<file path="src/rtl/bus_map_pkg.sv">
// Shared bus map: device slot order, slot count, collector state encoding and default timeout.
package bus_map_pkg;

    localparam int BOOT  = 0;
    localparam int SDRAM = 1;
    localparam int GPU   = 2;
    localparam int PS2   = 3;
    localparam int GPIO  = 4;
    localparam int HEX   = 5;
    localparam int TEST  = 6;
    localparam int SD    = 7;
    localparam int XV6   = 8;
    localparam int UART  = 9;
    localparam int PLIC  = 10;
    localparam int SYN32 = 11;
    localparam int SYN16 = 12;

    localparam int N_DEV           = 13;
    localparam int DEFAULT_TIMEOUT = 1023;

    typedef enum logic [1:0] {
        ST_IDLE   = 2'd0,
        ST_STROBE = 2'd1,
        ST_WAIT   = 2'd2,
        ST_RESP   = 2'd3
    } coll_state_t;

endpackage

</file>
<file path="src/rtl/bus_response_collector_onehot_mux32.sv">
// Stateless AND-OR read-data mux: each 32-bit slot is gated by its own select bit.
module onehot_mux32 #(
    parameter int N_DEV = bus_map_pkg::N_DEV
) (
    input  logic [N_DEV-1:0]    sel,
    input  logic [N_DEV*32-1:0] data,
    output logic [31:0]         y
);

    // No priority: a malformed select ORs slots together rather than picking one.
    always_comb begin
        y = '0;
        for (int k = 0; k < N_DEV; k++) begin
            y = y | (data[32*k +: 32] & {32{sel[k]}});
        end
    end

endmodule

</file>
<file path="src/rtl/bus_response_collector.sv">
// Bus return path: latches the decoder select, strobes the chosen device, waits for its
// completion (or a timeout) and hands read data back to the CPU with a single done pulse.
module bus_response_collector #(
    parameter int N_DEV   = bus_map_pkg::N_DEV,
    parameter int TIMEOUT = bus_map_pkg::DEFAULT_TIMEOUT,
    parameter int CW      = 10
) (
    input  logic                i_clk,
    input  logic                i_rst,
    input  logic                i_req,
    input  logic                i_write,
    input  logic [N_DEV-1:0]    i_dv,
    output logic [N_DEV-1:0]    o_dev_req,
    output logic                o_dev_write,
    input  logic [N_DEV-1:0]    i_dev_done,
    input  logic [N_DEV*32-1:0] i_dev_data,
    output logic [31:0]         o_data,
    output logic                o_done,
    output logic                o_fault,
    output logic                o_busy
);

    import bus_map_pkg::*;

    localparam logic [CW-1:0] TO_LAST = CW'(TIMEOUT - 1);

    coll_state_t      state, state_nxt;
    logic [N_DEV-1:0] sel;
    logic             wr;
    logic             fault;
    logic [CW-1:0]    cnt;
    logic [31:0]      rdata_p0;

    logic accept, bad_sel, hit, take, expire;

    function automatic logic is_onehot(input logic [N_DEV-1:0] v);
        return (v != '0) && ((v & (v - N_DEV'(1))) == '0);
    endfunction

    onehot_mux32 #(.N_DEV(N_DEV)) u_mux (
        .sel  (sel),
        .data (i_dev_data),
        .y    (rdata_p0)
    );

    assign hit         = |(i_dev_done & sel);
    assign o_busy      = (state != ST_IDLE);
    assign o_dev_write = wr;

    always_ff @(posedge i_clk) begin
        if (i_rst) state <= ST_IDLE;
        else       state <= state_nxt;
    end

    always_comb begin
        state_nxt = state;
        accept    = 1'b0;
        bad_sel   = 1'b0;
        take      = 1'b0;
        expire    = 1'b0;
        o_dev_req = '0;
        unique case (state)
            ST_IDLE: begin
                if (i_req) begin
                    accept    = 1'b1;
                    bad_sel   = !is_onehot(i_dv);
                    state_nxt = bad_sel ? ST_RESP : ST_STROBE;
                end
            end
            ST_STROBE: begin
                o_dev_req = sel;
                take      = hit;
                state_nxt = hit ? ST_RESP : ST_WAIT;
            end
            ST_WAIT: begin
                if (hit) begin
                    take      = 1'b1;
                    state_nxt = ST_RESP;
                end else if (cnt >= TO_LAST) begin
                    expire    = 1'b1;
                    state_nxt = ST_RESP;
                end
            end
            ST_RESP: state_nxt = ST_IDLE;
        endcase
    end

    // Strobe cycle is counted as the first elapsed cycle of the timeout budget.
    always_ff @(posedge i_clk) begin
        if (i_rst) begin
            sel     <= '0;
            wr      <= 1'b0;
            fault   <= 1'b0;
            cnt     <= '0;
            o_data  <= '0;
            o_done  <= 1'b0;
            o_fault <= 1'b0;
        end else begin
            o_done  <= (state == ST_RESP);
            o_fault <= (state == ST_RESP) && fault;
            if (accept) begin
                sel   <= i_dv;
                wr    <= i_write;
                fault <= bad_sel;
            end
            if (state == ST_STROBE)    cnt <= CW'(1);
            else if (state == ST_WAIT) cnt <= cnt + CW'(1);
            if (take) begin
                o_data <= rdata_p0;
                fault  <= 1'b0;
            end else if (expire) begin
                o_data <= '0;
                fault  <= 1'b1;
            end
        end
    end

endmodule

</file>
<file path="config.mk">
export PLATFORM = sky130hd
export DESIGN_NAME = bus_response_collector
export DESIGN_NICKNAME = d
export VERILOG_FILES = /design/src/rtl/bus_map_pkg.sv /design/src/rtl/bus_response_collector_onehot_mux32.sv /design/src/rtl/bus_response_collector.sv
export SDC_FILE = /design/constraint.sdc
export NUM_CORES = 1
export LEC_CHECK = 0
export CORE_AREA = 2 2 190 192
export CTS_BUF_LIST = sky130_fd_sc_hd__clkbuf_4
export DETAILED_ROUTE_END_ITERATION = 8
export DIE_AREA = 0 0 192 194
export DONT_BUFFER_PORTS = 1
export GPL_ROUTABILITY_DRIVEN = 0
export MAX_ROUTING_LAYER = met4
export SYNTH_ARGS = -nofsm -noshare
export SYNTH_HDL_FRONTEND = slang
export SYNTH_HIERARCHICAL = 1
export SYNTH_SLANG_ARGS = --single-unit
</file>
<file path="constraint.sdc">
create_clock -name i_clk -period 1.65 [get_ports i_clk]
set_input_delay 0.0825 -clock i_clk [delete_from_list [all_inputs] [get_ports i_clk]]
set_output_delay 0.0825 -clock i_clk [all_outputs]
set_load 0.05 [all_outputs]
</file>
==> impl_metrics.yaml, run 1 <==
placed_design:
  hpwl_mm: 26.3
  port_buffers: 0
  preCtsSetupSlack_ns: -0.487
  dp_cells: 1140
status:
  status: "stopped before the end"
  error_line: "[ERROR DRT-0255] Maze Route cannot find path of net i_dev_data[409] in worker of routeBox ( 144900 0 ) ( 192000 48300 )."
  flow.stopped_at: "detailed routing (5_2_route)"
synth:
  async_flop_share_pct: 0
  synth_top_cell_by_area: "a22oi_1"
  synth_nets: 1081
  yosys_warnings: 6
  ys.flop_type: "dfxtp_1"
  netlist_instances: 628
  synth_top_area_share_pct: 25.3
  ys_ff_latch: 61
  synth-edff-count: 0
  ys_types: 43
  avgSynthCellArea_sq_um: 7.70
  ys_seq_area_share_pct: 25.3
  synthTopCellsByArea: "a22oi_1, dfxtp_1, a222oi_1, nand2_1, a21oi_1"
  synth_area_sq_um: 4830
global_routing:
  grt_pass1_vias: 6727
  grt_max_degree: 54
  overflow: 0
  grt_pass1_wl_mm: 48.5
  grt_usage_pct: 19.4
  antenna_found_initial: 3
sta:
  worst_endpoint: "o_data[0]$_SDFFE_PP0P_/D"
  worstEpCategory: "register data pin"
cts:
  hold_buffers: 1
  cts_root_buf: "clkbuf_4"
  clock-sinks: 61
  cts_buffers: 9
  htree_levels: 3
  clk_path_buf_depth: 2
floorplanning:
  die_h_microns: 194
  num_rows: 69
  die_x_microns: 192
  start_util_pct: 13.7
  ioPinCount: 495
cell families after synthesis:
kind of cell / after synthesis / synth area share [%]
buf+inv: 66 / 6.60
fa+ha+maj: 8 / 2.02
simple gates: 219 / 23.8
flops: 61 / 25.3
mux: 1 / 0.311
compound gates: 265 / 40.5
xor+xnor: 8 / 1.45
cells in the mapped netlist (3+ instances only):
cell type and number:
xor2_1 6, nand4_1 35, and3_1 35, a211oi_1 4
inv_1 5, ha_1 7, a21oi_1 49, nor2_1 17
o21ai_0 3, nor3_1 3, dfxtp_1 61, a222oi_1 33
nand3_1 35, buf_2 36, clkbuf_1 21, a22oi_1 163
buf_6 3, and2_1 15, nand2_1 68
per-layer routing:
| layer | global-route usage, % |
|---|---|
| met5 | - |
| met4 | 8.54 |
| met2 | 32.8 |
| met3 | 5.29 |
| met1 | 21.2 |
repair_timing:
action,4_1_cts,5_1_grt
setup endpoints to repair,49,51
pin swaps,24,36
gates resized for setup,73,96
setup buffers,23,9
gates cloned,8,3
hold endpoints to repair,61,59
metrics by stage:
step	setup TNS, ns	area [sq um]
2_1_floorplan	0	4830
3_3_place_gp	-1.33	6150
3_5_place_dp	-2.62	6150
4_1_cts	-9.67	7030
5_1_grt	-14.38	7540
==> run 2: changes to the inputs <==
Settings changed: CORE_AREA 2 2 190 192 to 2 2 195 197, CTS_BUF_LIST sky130_fd_sc_hd__clkbuf_4 to not set, DIE_AREA 0 0 192 194 to 0 0 197 199, MAX_ROUTING_LAYER met4 to not set, PLACE_DENSITY_LB_ADDON set to 0.15.
Clock period 1.65 ns to 2.1 ns, I/O delays scaled along.
==> run 2 against run 1 <==
  * The run now ends clean
  * Global-route usage shrank 2.5 points
  * Synthesized cell count is the same
  * Area after synthesis is the same
==> impl_metrics.yaml, run 2 <==
status:
  status: "completed"
cts:
  htree_levels: 3
  cts_root_buf: "clkbuf_16"
  clock-sinks: 61
  insertion_delay_ns: 0.34
  cts_tree: "yes"
  cts_buffers: 9
  cts_setup_buffers: 0
  clk_pin_slew_ns: 0.06
  clk_path_buf_depth: 2
sta:
  slew_headroom_pct: 58.0
  tightest_slew_ns: 0.630
  worst_clock_skew_ns: 0.00946
  drv_slew: 0
  setup_slack_ns: 0.152
  setup_viol: 0
  tns_ns: 0
  hold_viol: 0
  layout_min_cycle_time_ns: 1.95
  period_share_pct: 92.8
  rsz0062_at_grt: "no"
  fmax_mhz: 513
pwr:
  p_int_mw: 4.17
  switchingPower_mw: 4.16
  p_total_mw: 8.33
  power_density_nw_per_um2: 1350
  ir_drop_v: 0.000433
  clkPwrFrac_pct: 22.9
  pwr-share-comb_pct: 50.5
  p_leak_nw: 1.85
  seq_power_share_pct: 26.6
  swShare_pct: 49.9
critical_path:
  crit_required_ns: 2.32
  cp-start-kind: "register"
  worstSetupEndpointType: "register"
  crit_start: "sel[1]"
  r2r_start: "sel[1]"
  timing.rr.end: "o_data[17]"
  r2r_slack_ns: 0.15
  rr_worst_depth: 7
  critPathArrivalTime_ns: 2.16
  cp_max_fo: 31
  critPathKind: "register to register"
  critPathCapture: "o_data[17]"
synth:
  ys_ff_latch: 61
  synth-edff-count: 0
  synth_nets: 1081
  yosys_warnings: 6
  synthTopCellsByArea: "a22oi_1, dfxtp_1, a222oi_1, nand2_1, a21oi_1"
  avgSynthCellArea_sq_um: 7.70
  synth_top_area_share_pct: 25.3
  async_flop_share_pct: 0
  ys_types: 43
  ys_seq_area_share_pct: 25.3
  synth_area_sq_um: 4830
  ys.flop_type: "dfxtp_1"
  netlist_instances: 628
  synth_top_cell_by_area: "a22oi_1"
  synth_most_common_cell: "a22oi_1"
  netlist_top_cells_count: "a22oi_1, nand2_1, dfxtp_1"
cells_and_area:
  fill_cells: 4214
  drive_above_1_share_pct: 13.4
  finalNetCount: 1091
  layout_common_cells: "a22oi_1, nand2_1, a21oi_1, dfxtp_1"
  fin_cells: 1123
  top_regs: "o_data (32), sel (13), cnt (10)"
  largest_reg_flops: 32
  top_register: "o_data"
  syn2layout_area_growth_pct: 27.8
  stdcell_area_sq_um: 6180
  final_common_cell: "a22oi_1"
floorplanning:
  die-area_sq_um: 39200
  core_sq_um: 37100
  num_rows: 71
  ioPinCount: 495
  die_h_microns: 199
  die_x_microns: 197
  start_util_pct: 13.0
routing:
  drt_iter0_drc: 662
  routed_wl_mm: 35.3
  firstDrtPassIters: 9
  vias: 6131
  drc: 0
  postRouteAntennaNets: 0
  wire_per_inst_microns: 31.4
  via_per_inst: 5.46
placed_design:
  preCtsSetupSlack_ns: 0.127
  dpl_cell_area_sq_um: 5610
  hpwl_mm: 26.8
  dp_cells: 1085
  port_buffers: 0
global_routing:
  antenna_found_initial: 6
  grt_pass1_wl_mm: 45.9
  grt_pass1_vias: 6147
  grt_max_degree: 52
  grt_usage_pct: 16.9
  overflow: 0
run:
  maxCapViolations: 0
min_path:
  worstHoldPathType: "primary input to register"
[run 2: cell counts after synthesis]
No cell type changed its count.
[run 2: power by group through the flow]
stage | Sequential, mW | Clock (mW) | Combinational [mW]
6_report | 2.22 | 1.91 | 4.21
5_1_grt | 2.26 | 2.02 | 4.53
4_1_cts | 2.22 | 1.97 | 4.27
3_5_place_dp | 2.24 | 0 | 4.21
3_3_place_gp | 2.25 | 0 | 4.23
2_1_floorplan | 2.51 | 0 | 2.20
[run 2: worst min path at each step]
| stage | start | endpoint | slack [ns] | cells past startpoint |
|---|---|---|---|---|
| 2_1_floorplan | i_dv[8] | sel[8] | 0.24 | 2 |
| 3_3_place_gp | i_rst | o_data[21] | 0.19 | 1 |
| 3_5_place_dp | i_rst | o_data[25] | 0.19 | 1 |
| 4_1_cts | i_rst | cnt[6] | 0.06 | 2 |
| 5_1_grt | i_rst | cnt[6] | 0.09 | 2 |
| 6_report | i_rst | cnt[6] | 0.08 | 2 |
[run 2: cell families (layout without fill, tap and decap cells)]
group,count (synthesis),in the layout,synth area share (%)
other,0,6,0
XOR/XNOR,8,8,1.45
AO/OA/AOI/OAI,265,265,40.5
flip-flops,61,61,25.3
AND/OR/NAND/NOR,219,219,23.8
buffers and inverters,66,81,6.60
multiplexers,1,1,0.311
adder cells (fa/ha/maj),8,8,2.02
[run 2: what timing repair did]
item	CTS	global route
hold endpoints to repair	52	0
hold buffers	16	0
setup endpoints to repair	0	8
gates resized for setup	0	1
[run 2: cell type report]
cell class / instances / area [sq um] / area share, %
timing repair buffer: 60 / 633 / 10.3
clock buffer: 9 / 225 / 3.65
sequential: 61 / 1240 / 20.0
inverter: 5 / 18.8 / 0.304
antenna: 6 / 15.0 / 0.243
tap: 474 / 593 / 9.60
multi-input combinational: 501 / 3310 / 53.5
clock inverter: 7 / 146 / 2.37
[run 2: per-stage QoR]
step	util, %	hold WS, ns
floorplan	-	0.241
global placement	15.1	0.185
detailed placement	15.1	0.187
CTS	16.6	0.0608
global route	16.6	0.0936
finish	16.6	0.0793
[run 2: routing by layer]
metal  routed length [microns]  share of wire (%)  track usage, %  vias up
met5                        15              0.043               0        -
met1                     13300                 38            18.6     2992
met3                      2990                8.5            4.41       92
li1                          -                  -               -     2565
met2                     17300                 49            30.0      480
met4                      1610                4.6            8.58        2
[run 2: worst max-delay path, cell delays in order, from the launching register on]
cell and delay (ns):
dfxtp_2 0.32, buf_4 0.24, buf_4 0.24, a22oi_1 0.28, and3_1 0.33, nand4_1 0.22
nand2_1 0.11, a21oi_1 0.06
Power figures use the tool's default switching activity.
